### src/rtl/wb_copy_master.sv
// Wishbone classic initiator that copies a block of words from src to dst.
// It reads one word, writes it back, and separates every strobe with a mandatory idle gap cycle.
module wb_copy_master #(
  parameter int ADDR_WIDTH   = 32,
  parameter int DATA_WIDTH   = 32,
  parameter int SELECT_WIDTH = DATA_WIDTH / 8,
  parameter int LEN_WIDTH    = 16,
  parameter int TIMEOUT      = 255
) (
  input  logic                    clk,
  input  logic                    rst,
  input  logic                    start_i,
  input  logic [ADDR_WIDTH-1:0]   src_adr_i,
  input  logic [ADDR_WIDTH-1:0]   dst_adr_i,
  input  logic [LEN_WIDTH-1:0]    len_i,
  output logic                    busy_o,
  output logic                    done_o,
  output logic                    err_o,
  output logic                    err_timeout_o,
  output logic [ADDR_WIDTH-1:0]   err_adr_o,
  output logic [LEN_WIDTH-1:0]    remain_o,
  output logic [ADDR_WIDTH-1:0]   adr_o,
  output logic [DATA_WIDTH-1:0]   dat_o,
  input  logic [DATA_WIDTH-1:0]   dat_i,
  output logic                    we_o,
  output logic [SELECT_WIDTH-1:0] sel_o,
  output logic                    stb_o,
  output logic                    cyc_o,
  input  logic                    ack_i,
  input  logic                    stall_i
);

  localparam int TMO_W = $clog2(TIMEOUT + 1);
  localparam logic [TMO_W-1:0] TMO_LAST = TMO_W'(TIMEOUT - 1);
  localparam logic [ADDR_WIDTH-1:0] STEP = ADDR_WIDTH'(SELECT_WIDTH);
  localparam logic [ADDR_WIDTH-1:0] ALIGN_MASK = ~(ADDR_WIDTH'(SELECT_WIDTH - 1));

  typedef enum logic [2:0] {IDLE, RD, RD_GAP, WR, WR_GAP} state_t;

  state_t                  state_q, state_d;
  logic                    cyc_q, cyc_d;
  logic                    stb_q, stb_d;
  logic                    we_q, we_d;
  logic [ADDR_WIDTH-1:0]   adr_q, adr_d;
  logic [DATA_WIDTH-1:0]   dat_q, dat_d;
  logic [ADDR_WIDTH-1:0]   src_q, src_d;
  logic [ADDR_WIDTH-1:0]   dst_q, dst_d;
  logic [LEN_WIDTH-1:0]    remain_q, remain_d;
  logic                    done_q, done_d;
  logic                    err_q, err_d;
  logic                    err_to_q, err_to_d;
  logic [ADDR_WIDTH-1:0]   err_adr_q, err_adr_d;
  logic [TMO_W-1:0]        tmo_q, tmo_d;

  logic in_strobe;
  logic stall_hit;
  logic tmo_hit;

  // tmo_q is zero only in the first cycle of a strobe, which is when stall_i is stale.
  assign in_strobe = (state_q == RD) || (state_q == WR);
  assign stall_hit = in_strobe && !ack_i && stall_i && (tmo_q != '0);
  assign tmo_hit   = in_strobe && !ack_i && (tmo_q == TMO_LAST);

  always_comb begin
    state_d   = state_q;
    cyc_d     = cyc_q;
    stb_d     = stb_q;
    we_d      = we_q;
    adr_d     = adr_q;
    dat_d     = dat_q;
    src_d     = src_q;
    dst_d     = dst_q;
    remain_d  = remain_q;
    done_d    = 1'b0;
    err_d     = err_q;
    err_to_d  = err_to_q;
    err_adr_d = err_adr_q;
    tmo_d     = tmo_q;

    case (state_q)
      IDLE: begin
        if (start_i) begin
          err_d     = 1'b0;
          err_to_d  = 1'b0;
          err_adr_d = '0;
          if (len_i == '0) begin
            done_d   = 1'b1;
            remain_d = '0;
          end else begin
            src_d    = src_adr_i & ALIGN_MASK;
            dst_d    = dst_adr_i & ALIGN_MASK;
            remain_d = len_i;
            cyc_d    = 1'b1;
            stb_d    = 1'b1;
            we_d     = 1'b0;
            adr_d    = src_adr_i & ALIGN_MASK;
            tmo_d    = '0;
            state_d  = RD;
          end
        end
      end

      RD: begin
        if (ack_i) begin
          dat_d   = dat_i;
          stb_d   = 1'b0;
          state_d = RD_GAP;
        end else begin
          tmo_d = tmo_q + TMO_W'(1);
        end
      end

      RD_GAP: begin
        stb_d   = 1'b1;
        we_d    = 1'b1;
        adr_d   = dst_q;
        tmo_d   = '0;
        state_d = WR;
      end

      WR: begin
        if (ack_i) begin
          remain_d = remain_q - LEN_WIDTH'(1);
          src_d    = src_q + STEP;
          dst_d    = dst_q + STEP;
          if (remain_q == LEN_WIDTH'(1)) begin
            cyc_d   = 1'b0;
            stb_d   = 1'b0;
            we_d    = 1'b0;
            done_d  = 1'b1;
            state_d = IDLE;
          end else begin
            stb_d   = 1'b0;
            state_d = WR_GAP;
          end
        end else begin
          tmo_d = tmo_q + TMO_W'(1);
        end
      end

      WR_GAP: begin
        stb_d   = 1'b1;
        we_d    = 1'b0;
        adr_d   = src_q;
        tmo_d   = '0;
        state_d = RD;
      end

      default: state_d = IDLE;
    endcase

    // An address error takes precedence over a simultaneous timeout; ack already excluded both.
    if (stall_hit || tmo_hit) begin
      err_d     = 1'b1;
      err_to_d  = !stall_hit;
      err_adr_d = adr_q;
      cyc_d     = 1'b0;
      stb_d     = 1'b0;
      we_d      = 1'b0;
      done_d    = 1'b1;
      tmo_d     = '0;
      state_d   = IDLE;
    end
  end

  always_ff @(posedge clk) begin
    if (rst) begin
      state_q   <= IDLE;
      cyc_q     <= 1'b0;
      stb_q     <= 1'b0;
      we_q      <= 1'b0;
      adr_q     <= '0;
      dat_q     <= '0;
      src_q     <= '0;
      dst_q     <= '0;
      remain_q  <= '0;
      done_q    <= 1'b0;
      err_q     <= 1'b0;
      err_to_q  <= 1'b0;
      err_adr_q <= '0;
      tmo_q     <= '0;
    end else begin
      state_q   <= state_d;
      cyc_q     <= cyc_d;
      stb_q     <= stb_d;
      we_q      <= we_d;
      adr_q     <= adr_d;
      dat_q     <= dat_d;
      src_q     <= src_d;
      dst_q     <= dst_d;
      remain_q  <= remain_d;
      done_q    <= done_d;
      err_q     <= err_d;
      err_to_q  <= err_to_d;
      err_adr_q <= err_adr_d;
      tmo_q     <= tmo_d;
    end
  end

  assign busy_o        = (state_q != IDLE);
  assign done_o        = done_q;
  assign err_o         = err_q;
  assign err_timeout_o = err_to_q;
  assign err_adr_o     = err_adr_q;
  assign remain_o      = remain_q;
  assign adr_o         = adr_q;
  assign dat_o         = dat_q;
  assign we_o          = we_q;
  assign sel_o         = '1;
  assign stb_o         = stb_q;
  assign cyc_o         = cyc_q;

endmodule

### config.mk
export PLATFORM = sky130hd
export DESIGN_NAME = wb_copy_master
export DESIGN_NICKNAME = d
export VERILOG_FILES = /design/src/rtl/wb_copy_master.sv
export SDC_FILE = /design/constraint.sdc
export NUM_CORES = 1
export LEC_CHECK = 0
export BUFFER_PORTS_ARGS = -buffer_cell sky130_fd_sc_hd__buf_4
export CAP_MARGIN = 20
export CORE_MARGIN = 4
export CORE_UTILIZATION = 58
export CTS_CLUSTER_SIZE = 30
export DETAILED_ROUTE_END_ITERATION = 8
export GPL_ROUTABILITY_DRIVEN = 1
export PLACE_DENSITY_LB_ADDON = 0.15
export SYNTH_ARGS = -nofsm -noshare
export SYNTH_HDL_FRONTEND = slang
export SYNTH_SLANG_ARGS = --single-unit
### constraint.sdc
create_clock -name clk -period 3.54 [get_ports clk]
set_input_delay 0.354 -clock clk [delete_from_list [all_inputs] [get_ports clk]]
set_output_delay 0.354 -clock clk [all_outputs]
set_load 0.01 [all_outputs]
==> impl_metrics.env, run 1 <==
export IMPL_ios=240
export IMPL_io_buffers=231
export IMPL_min_period_over_period_pct=73.8
export IMPL_stdcell_count=1717
export IMPL_fmax_mhz=383
export IMPL_cp_arrival_ps=2940
export IMPL_slew_headroom_pct=25.4
export IMPL_n_antenna_cell=0
export IMPL_hold_path_endpoint="dat_o[6]"
export IMPL_grt_use_total_pct=31.2
export IMPL_cts_hold_buf=0
export IMPL_rr_worst_depth=6
export IMPL_post_cts_buffers=0
export IMPL_hold_class="primary input to flop"
export IMPL_setup_tns_ps=0
export IMPL_drc_errors=0
export IMPL_wl_per_cell_um=18.8
export IMPL_antenna_found_initial=0
export IMPL_pwr_density_cell_mw_per_mm2=449
export IMPL_core_area_mm2=0.0167
export IMPL_hold_viol_final=0
export IMPL_regToRegEndpoint="dst_q[12]"
export IMPL_synth_cells=1328
export IMPL_cts_tree="done"
export IMPL_syn_area_mm2=0.00994
export IMPL_gp_congestion=0.946
export IMPL_finalSetupViolations=0
export IMPL_grt_pass1_vias=9478
export IMPL_dp_cells=1685
export IMPL_worstMarginPinSlew_ps=1120
export IMPL_synth_seq_cells=187
export IMPL_synth_area_per_cell_um2=7.48
export IMPL_clk_path_buf_depth=2
export IMPL_synth_edf_count=0
export IMPL_cts_resized=0
export IMPL_drt_wl_total_mm=32.4
export IMPL_dieArea_mm2=0.0193
export IMPL_vias=11001
export IMPL_drv_slew=0
export IMPL_mostFrequentLayoutCells="254 x buf_4, 209 x nand2_1, 186 x dfxtp_1, 156 x a21oi_1, 103 x nand3_1"
export IMPL_area_growth_pct=23.5
export IMPL_final_common_cell="buf_4"
export IMPL_reg2reg_slack_ps=930
export IMPL_hpwl_mm=22.2
export IMPL_fin_worst_skew_ps=11.5
export IMPL_die_y_um=139
export IMPL_die_width_um=139
export IMPL_cts_sinks=187
export IMPL_holdWs_ps=151
export IMPL_root_buffer="clkbuf_16"
export IMPL_holdPathStages=3
export IMPL_htree_num_levels=4
export IMPL_ys_seq_area_share_pct=37.7
export IMPL_timing_max_cap_violations=0
export IMPL_viasPerCell=6.41
export IMPL_grt_overflow_total=0
export IMPL_placement_rows=47
export IMPL_r2r_start="dst_q[3]"
export IMPL_grt_max_degree=77
export IMPL_drt_pass1_iter_count=6
export IMPL_irDropWorstVdd_mv=0.352
export IMPL_start_kind="flop"
export IMPL_final_core_util_pct=73.5
export IMPL_path_class="flop to flop"
export IMPL_clock_latency_ps=450
export IMPL_drive_gt1_share_pct=21.4
export IMPL_status="finished clean"
export IMPL_grt_pass1_wl_mm=50.4
export IMPL_ys_types=73
export IMPL_p_leak_nw=4.70
export IMPL_start_util_pct=59.5
export IMPL_drt_iter0_drc=1246
export IMPL_ant_nets=0
export IMPL_final_nets=1608
export IMPL_cts_buffers=17
export IMPL_post_route_min_period_ps=2610
export IMPL_end_kind="flop"
export IMPL_crit_fanout=12
export IMPL_ys_flop_type="dfxtp_1"
export IMPL_async_reset_ff_share_pct=0
export IMPL_yosysWarnings=0
export IMPL_grt_setup_unrepaired="no"
export IMPL_cp_required_ps=3870
export IMPL_clk_pin_slew_worst_paths_ps=80
export IMPL_min_from="dat_i[6]"
export IMPL_total_power_mw=5.51
## report_power, final
group          switching (mW)  internal (mW)
clock network           0.926           1.04
registers               0.198           2.25
logic                   0.637          0.457
## cell usage after synthesis (5+ instances only)
master,instances,share of area [%]
o31ai_1,12,0.91
and3_1,12,0.76
nand2_1,209,7.9
and4_1,5,0.44
nand3_1,103,5.2
clkbuf_1,81,3.1
o21ai_0,75,3.8
ha_1,7,0.88
a211oi_1,12,0.91
a21o_1,17,1.3
o32ai_1,5,0.44
inv_1,15,0.57
a41oi_1,6,0.53
a22oi_1,6,0.45
buf_2,27,1.4
buf_4,6,0.45
a31oi_1,25,1.6
nor4_1,15,0.94
or3_1,7,0.44
a21oi_1,157,7.9
o22ai_1,32,2.0
nand2b_1,35,2.2
xnor2_1,7,0.62
o221a_2,5,0.57
o221ai_1,31,2.7
a2111oi_0,5,0.44
buf_1,7,0.26
nand4_1,26,1.6
nor2_1,78,2.9
nor3_1,29,1.5
dfxtp_1,187,38
a32o_1,8,0.81
## layer usage
metal	share of wire [%]	track usage, %	vias up
met2	46	48.5	635
met3	10	6.24	59
met1	42	44.0	5115
met5	0	0	-
li1	-	-	5192
met4	2.1	9.63	0
## state kept, by name (all words and copies together) (netlist names)
register and flops:
state_q 3, src_q 30, stb_o 1, done_o 1, cyc_o 1, we_o 1, adr_o 31, tmo_q 8
err_o 1, dst_q 30, err_adr_o 31, remain_o 16, err_timeout_o 1, dat_o 32
## logic make-up after synthesis
kind of cell	Yosys count	synth area share, %
other cells	1	0.0377
compound gates	429	27.3
simple gates	556	27.3
fa+ha+maj	7	0.881
mux	1	0.101
flops	187	37.7
xor+xnor	10	0.881
buf+inv	137	5.80
## worst max-delay path, stage by stage, from the launching register on
cell and delay, ps:
dfxtp_1 520, ha_1 250, nand3_1 230, nor2_1 820, a41o_1 270, a21oi_1 60, a2111oi_0 340
## worst max path at each step
stage,from,end,slack (ps),depth (start not counted)
6_report,dst_q[3],dst_q[12],930,6
5_1_grt,dst_q[2],dst_q[26],790,6
4_1_cts,dst_q[2],dst_q[28],1000,6
3_5_place_dp,start_i,remain_o[13],1020,6
3_3_place_gp,len_i[0],tmo_q[6],1070,7
2_1_floorplan,remain_o[9],we_o,1510,5
## per-stage QoR
| step | area [µm²] | setup WS, ps |
|---|---|---|
| floorplan | 9950 | 1510 |
| global placement | 11700 | 1070 |
| detailed placement | 11700 | 1020 |
| CTS | 12300 | 1000 |
| global route | 12300 | 790 |
| finish | 12300 | 929 |
## final cells by class
| type | instances | area (µm²) |
|---|---|---|
| clock buffer | 19 | 453 |
| sequential | 187 | 3740 |
| tap | 220 | 275 |
| clock inverter | 13 | 144 |
| inverter | 15 | 56.3 |
| timing repair buffer | 256 | 1950 |
| fill | 1386 | 4430 |
| multi-input combinational | 1007 | 5650 |
Note: power is estimated with default switching activity, not from simulation.
==> inputs of run 2 (changes only) <==
--- a/config.mk
+++ b/config.mk
@@ -8,7 +8,7 @@
 export BUFFER_PORTS_ARGS = -buffer_cell sky130_fd_sc_hd__buf_4
 export CAP_MARGIN = 20
 export CORE_MARGIN = 4
-export CORE_UTILIZATION = 58
+export CORE_UTILIZATION = 49
 export CTS_CLUSTER_SIZE = 30
 export DETAILED_ROUTE_END_ITERATION = 8
 export GPL_ROUTABILITY_DRIVEN = 1
==> constraint.sdc (replaced) <==
create_clock -name clk -period 2.3 [get_ports clk]
set_input_delay 0.23 -clock clk [delete_from_list [all_inputs] [get_ports clk]]
set_output_delay 0.23 -clock clk [all_outputs]
set_load 0.01 [all_outputs]
==> impl_metrics.env, run 2 (synthesized netlist as in run 1, its figures left out) <==
export IMPL_status="finished clean"
export IMPL_max_stage_delay_ps=580
export IMPL_gp_congestion=0.927
export IMPL_setup_ws_ps=174
export IMPL_stdcell_count=1814
export IMPL_wl_per_cell_um=18.0
export IMPL_drv_slew=0
export IMPL_final_cell_area_mm2=0.0128
export IMPL_dieArea_mm2=0.0226
export IMPL_pwr_share_comb_pct=21.6
export IMPL_grt_setup_unrepaired="no"
export IMPL_hpwl_mm=23.0
export IMPL_crit_fanout=6
export IMPL_worstMarginPinSlew_ps=703
export IMPL_io_buffers=231
export IMPL_end_kind="flop"
export IMPL_cts_tree="done"
export IMPL_mostFrequentLayoutCells="300 x buf_4, 209 x nand2_1, 186 x dfxtp_1, 156 x a21oi_1, 103 x nand3_1"
export IMPL_drive_gt1_share_pct=24.2
export IMPL_ant_nets=0
export IMPL_cp_required_ps=2630
export IMPL_n_antenna_cell=0
export IMPL_start_util_pct=50.4
export IMPL_swShare_pct=32.9
export IMPL_clock_latency_ps=440
export IMPL_clk_path_buf_depth=2
export IMPL_drc_errors=0
export IMPL_pwr_density_cell_mw_per_mm2=668
export IMPL_cts_buffers=17
export IMPL_dpl_cell_area_mm2=0.0122
export IMPL_cp_arrival_ps=2450
export IMPL_slew_headroom_pct=52.7
export IMPL_final_nets=1660
export IMPL_use_met3_pct=3.85
export IMPL_viasPerCell=6.11
export IMPL_setup_tns_ps=0
export IMPL_p_sw_mw=2.82
export IMPL_grt_pass1_wl_mm=52.0
export IMPL_dp_cells=1779
export IMPL_root_buffer="clkbuf_16"
export IMPL_grt_use_total_pct=28.2
export IMPL_placement_rows=51
export IMPL_grt_max_degree=72
export IMPL_seqPwrFrac_pct=43.5
export IMPL_min_period_over_period_pct=92.4
export IMPL_path_class="flop to flop"
export IMPL_ios=240
export IMPL_final_common_cell="buf_4"
export IMPL_core_area_mm2=0.0197
export IMPL_vias=11084
export IMPL_rr_worst_depth=5
export IMPL_drt_pass1_iter_count=6
export IMPL_holdPathStages=3
export IMPL_hold_class="primary input to flop"
export IMPL_timing_max_cap_violations=0
export IMPL_met1_usage_pct=41.5
export IMPL_fmax_mhz=470
export IMPL_p_int_mw=5.73
export IMPL_drt_iter0_drc=1213
export IMPL_worstPathCellList="or4_4 > or3_4 > or4_1 > nand3_1 > a31oi_1"
export IMPL_irDropWorstVdd_mv=0.516
export IMPL_p_leak_nw=4.99
export IMPL_power_frac_clock_pct=34.8
export IMPL_hold_viol_final=0
export IMPL_die_width_um=150
export IMPL_antenna_found_initial=1
export IMPL_cts_sinks=187
export IMPL_final_core_util_pct=64.9
export IMPL_drt_wl_total_mm=32.7
export IMPL_die_y_um=150
export IMPL_grt_util_met2_pct=43.3
export IMPL_fin_worst_skew_ps=11.6
export IMPL_largest_register_ffs=32
export IMPL_grt_pass1_vias=9822
export IMPL_post_route_min_period_ps=2130
export IMPL_clk_pin_slew_worst_paths_ps=80
export IMPL_pre_cts_slack_ps=112
export IMPL_start_kind="flop"
export IMPL_finalSetupViolations=0
export IMPL_busiest_layer="met2"
export IMPL_grt_overflow_total=0
export IMPL_htree_num_levels=4
export IMPL_area_growth_pct=28.8
export IMPL_slowest_stage="or4_4"
run 2: changes by cell type in the layout (fill, tap and decap cells not counted), moves of 2 or more:
cell        previous run  this run
clkinv_8               0         5
buf_4                254       300
clkinvlp_4             3         1
clkbuf_8               2         0
nor2_2                 2         4
buf_12                 2         8
nor2_1                77        75
run 2: critical path, delay by kind of cell, from the launching register on:
family	cells	cell delay, ps
AOI/OAI and AO/OA	1	80
DFF	1	370
and+or+nand+nor	4	1560
run 2: final cells by class:
cell class / count / area [µm²]
fill: 1741 / 6920
multi-input combinational: 1007 / 5650
sequential: 187 / 3740
timing repair buffer: 308 / 2410
clock buffer: 17 / 425
tap: 265 / 332
clock inverter: 15 / 174
inverter: 15 / 56.3
run 2: worst paths after layout:
kind,slack [ps],end,start
setup / recovery,170,we_o,remain_o[9]
hold reg to reg,460,dat_o[1],dat_o[1]
setup reg to reg,170,we_o,remain_o[9]
hold / removal,30,dat_o[10],dat_i[10]
run 2: power by group through the flow:
| stage | registers (mW) | clock network, mW | logic [mW] |
|---|---|---|---|
| 3_5_place_dp | 3.78 | 0 | 1.82 |
| 6_report | 3.72 | 2.98 | 1.85 |
| 3_3_place_gp | 3.78 | 0 | 1.79 |
| 4_1_cts | 3.71 | 3.01 | 1.82 |
| 5_1_grt | 3.75 | 3.14 | 2.02 |
| 2_1_floorplan | 3.77 | 0 | 0.995 |
run 2: timing repair:
action | CTS | global route
setup endpoints to repair | 0 | 3
hold buffers | 0 | 0
resized for setup | 0 | 2
hold endpoints to repair | 0 | 0
buffers inserted | 0 | 3
run 2: layer usage:
metal / wire (µm) / vias to the layer above
li1: - / 5312
met1: 14500 / 5216
met2: 14800 / 503
met3: 2810 / 51
met4: 535 / 2
met5: 13 / -
run 2: per-stage QoR:
step | total power, mW | hold WS [ps]
after floorplan | 4.77 | 366
after global placement | 5.56 | 442
after detailed placement | 5.60 | 447
after CTS | 8.54 | 13.6
after global routing | 8.91 | 19.7
final | 8.55 | 25.4
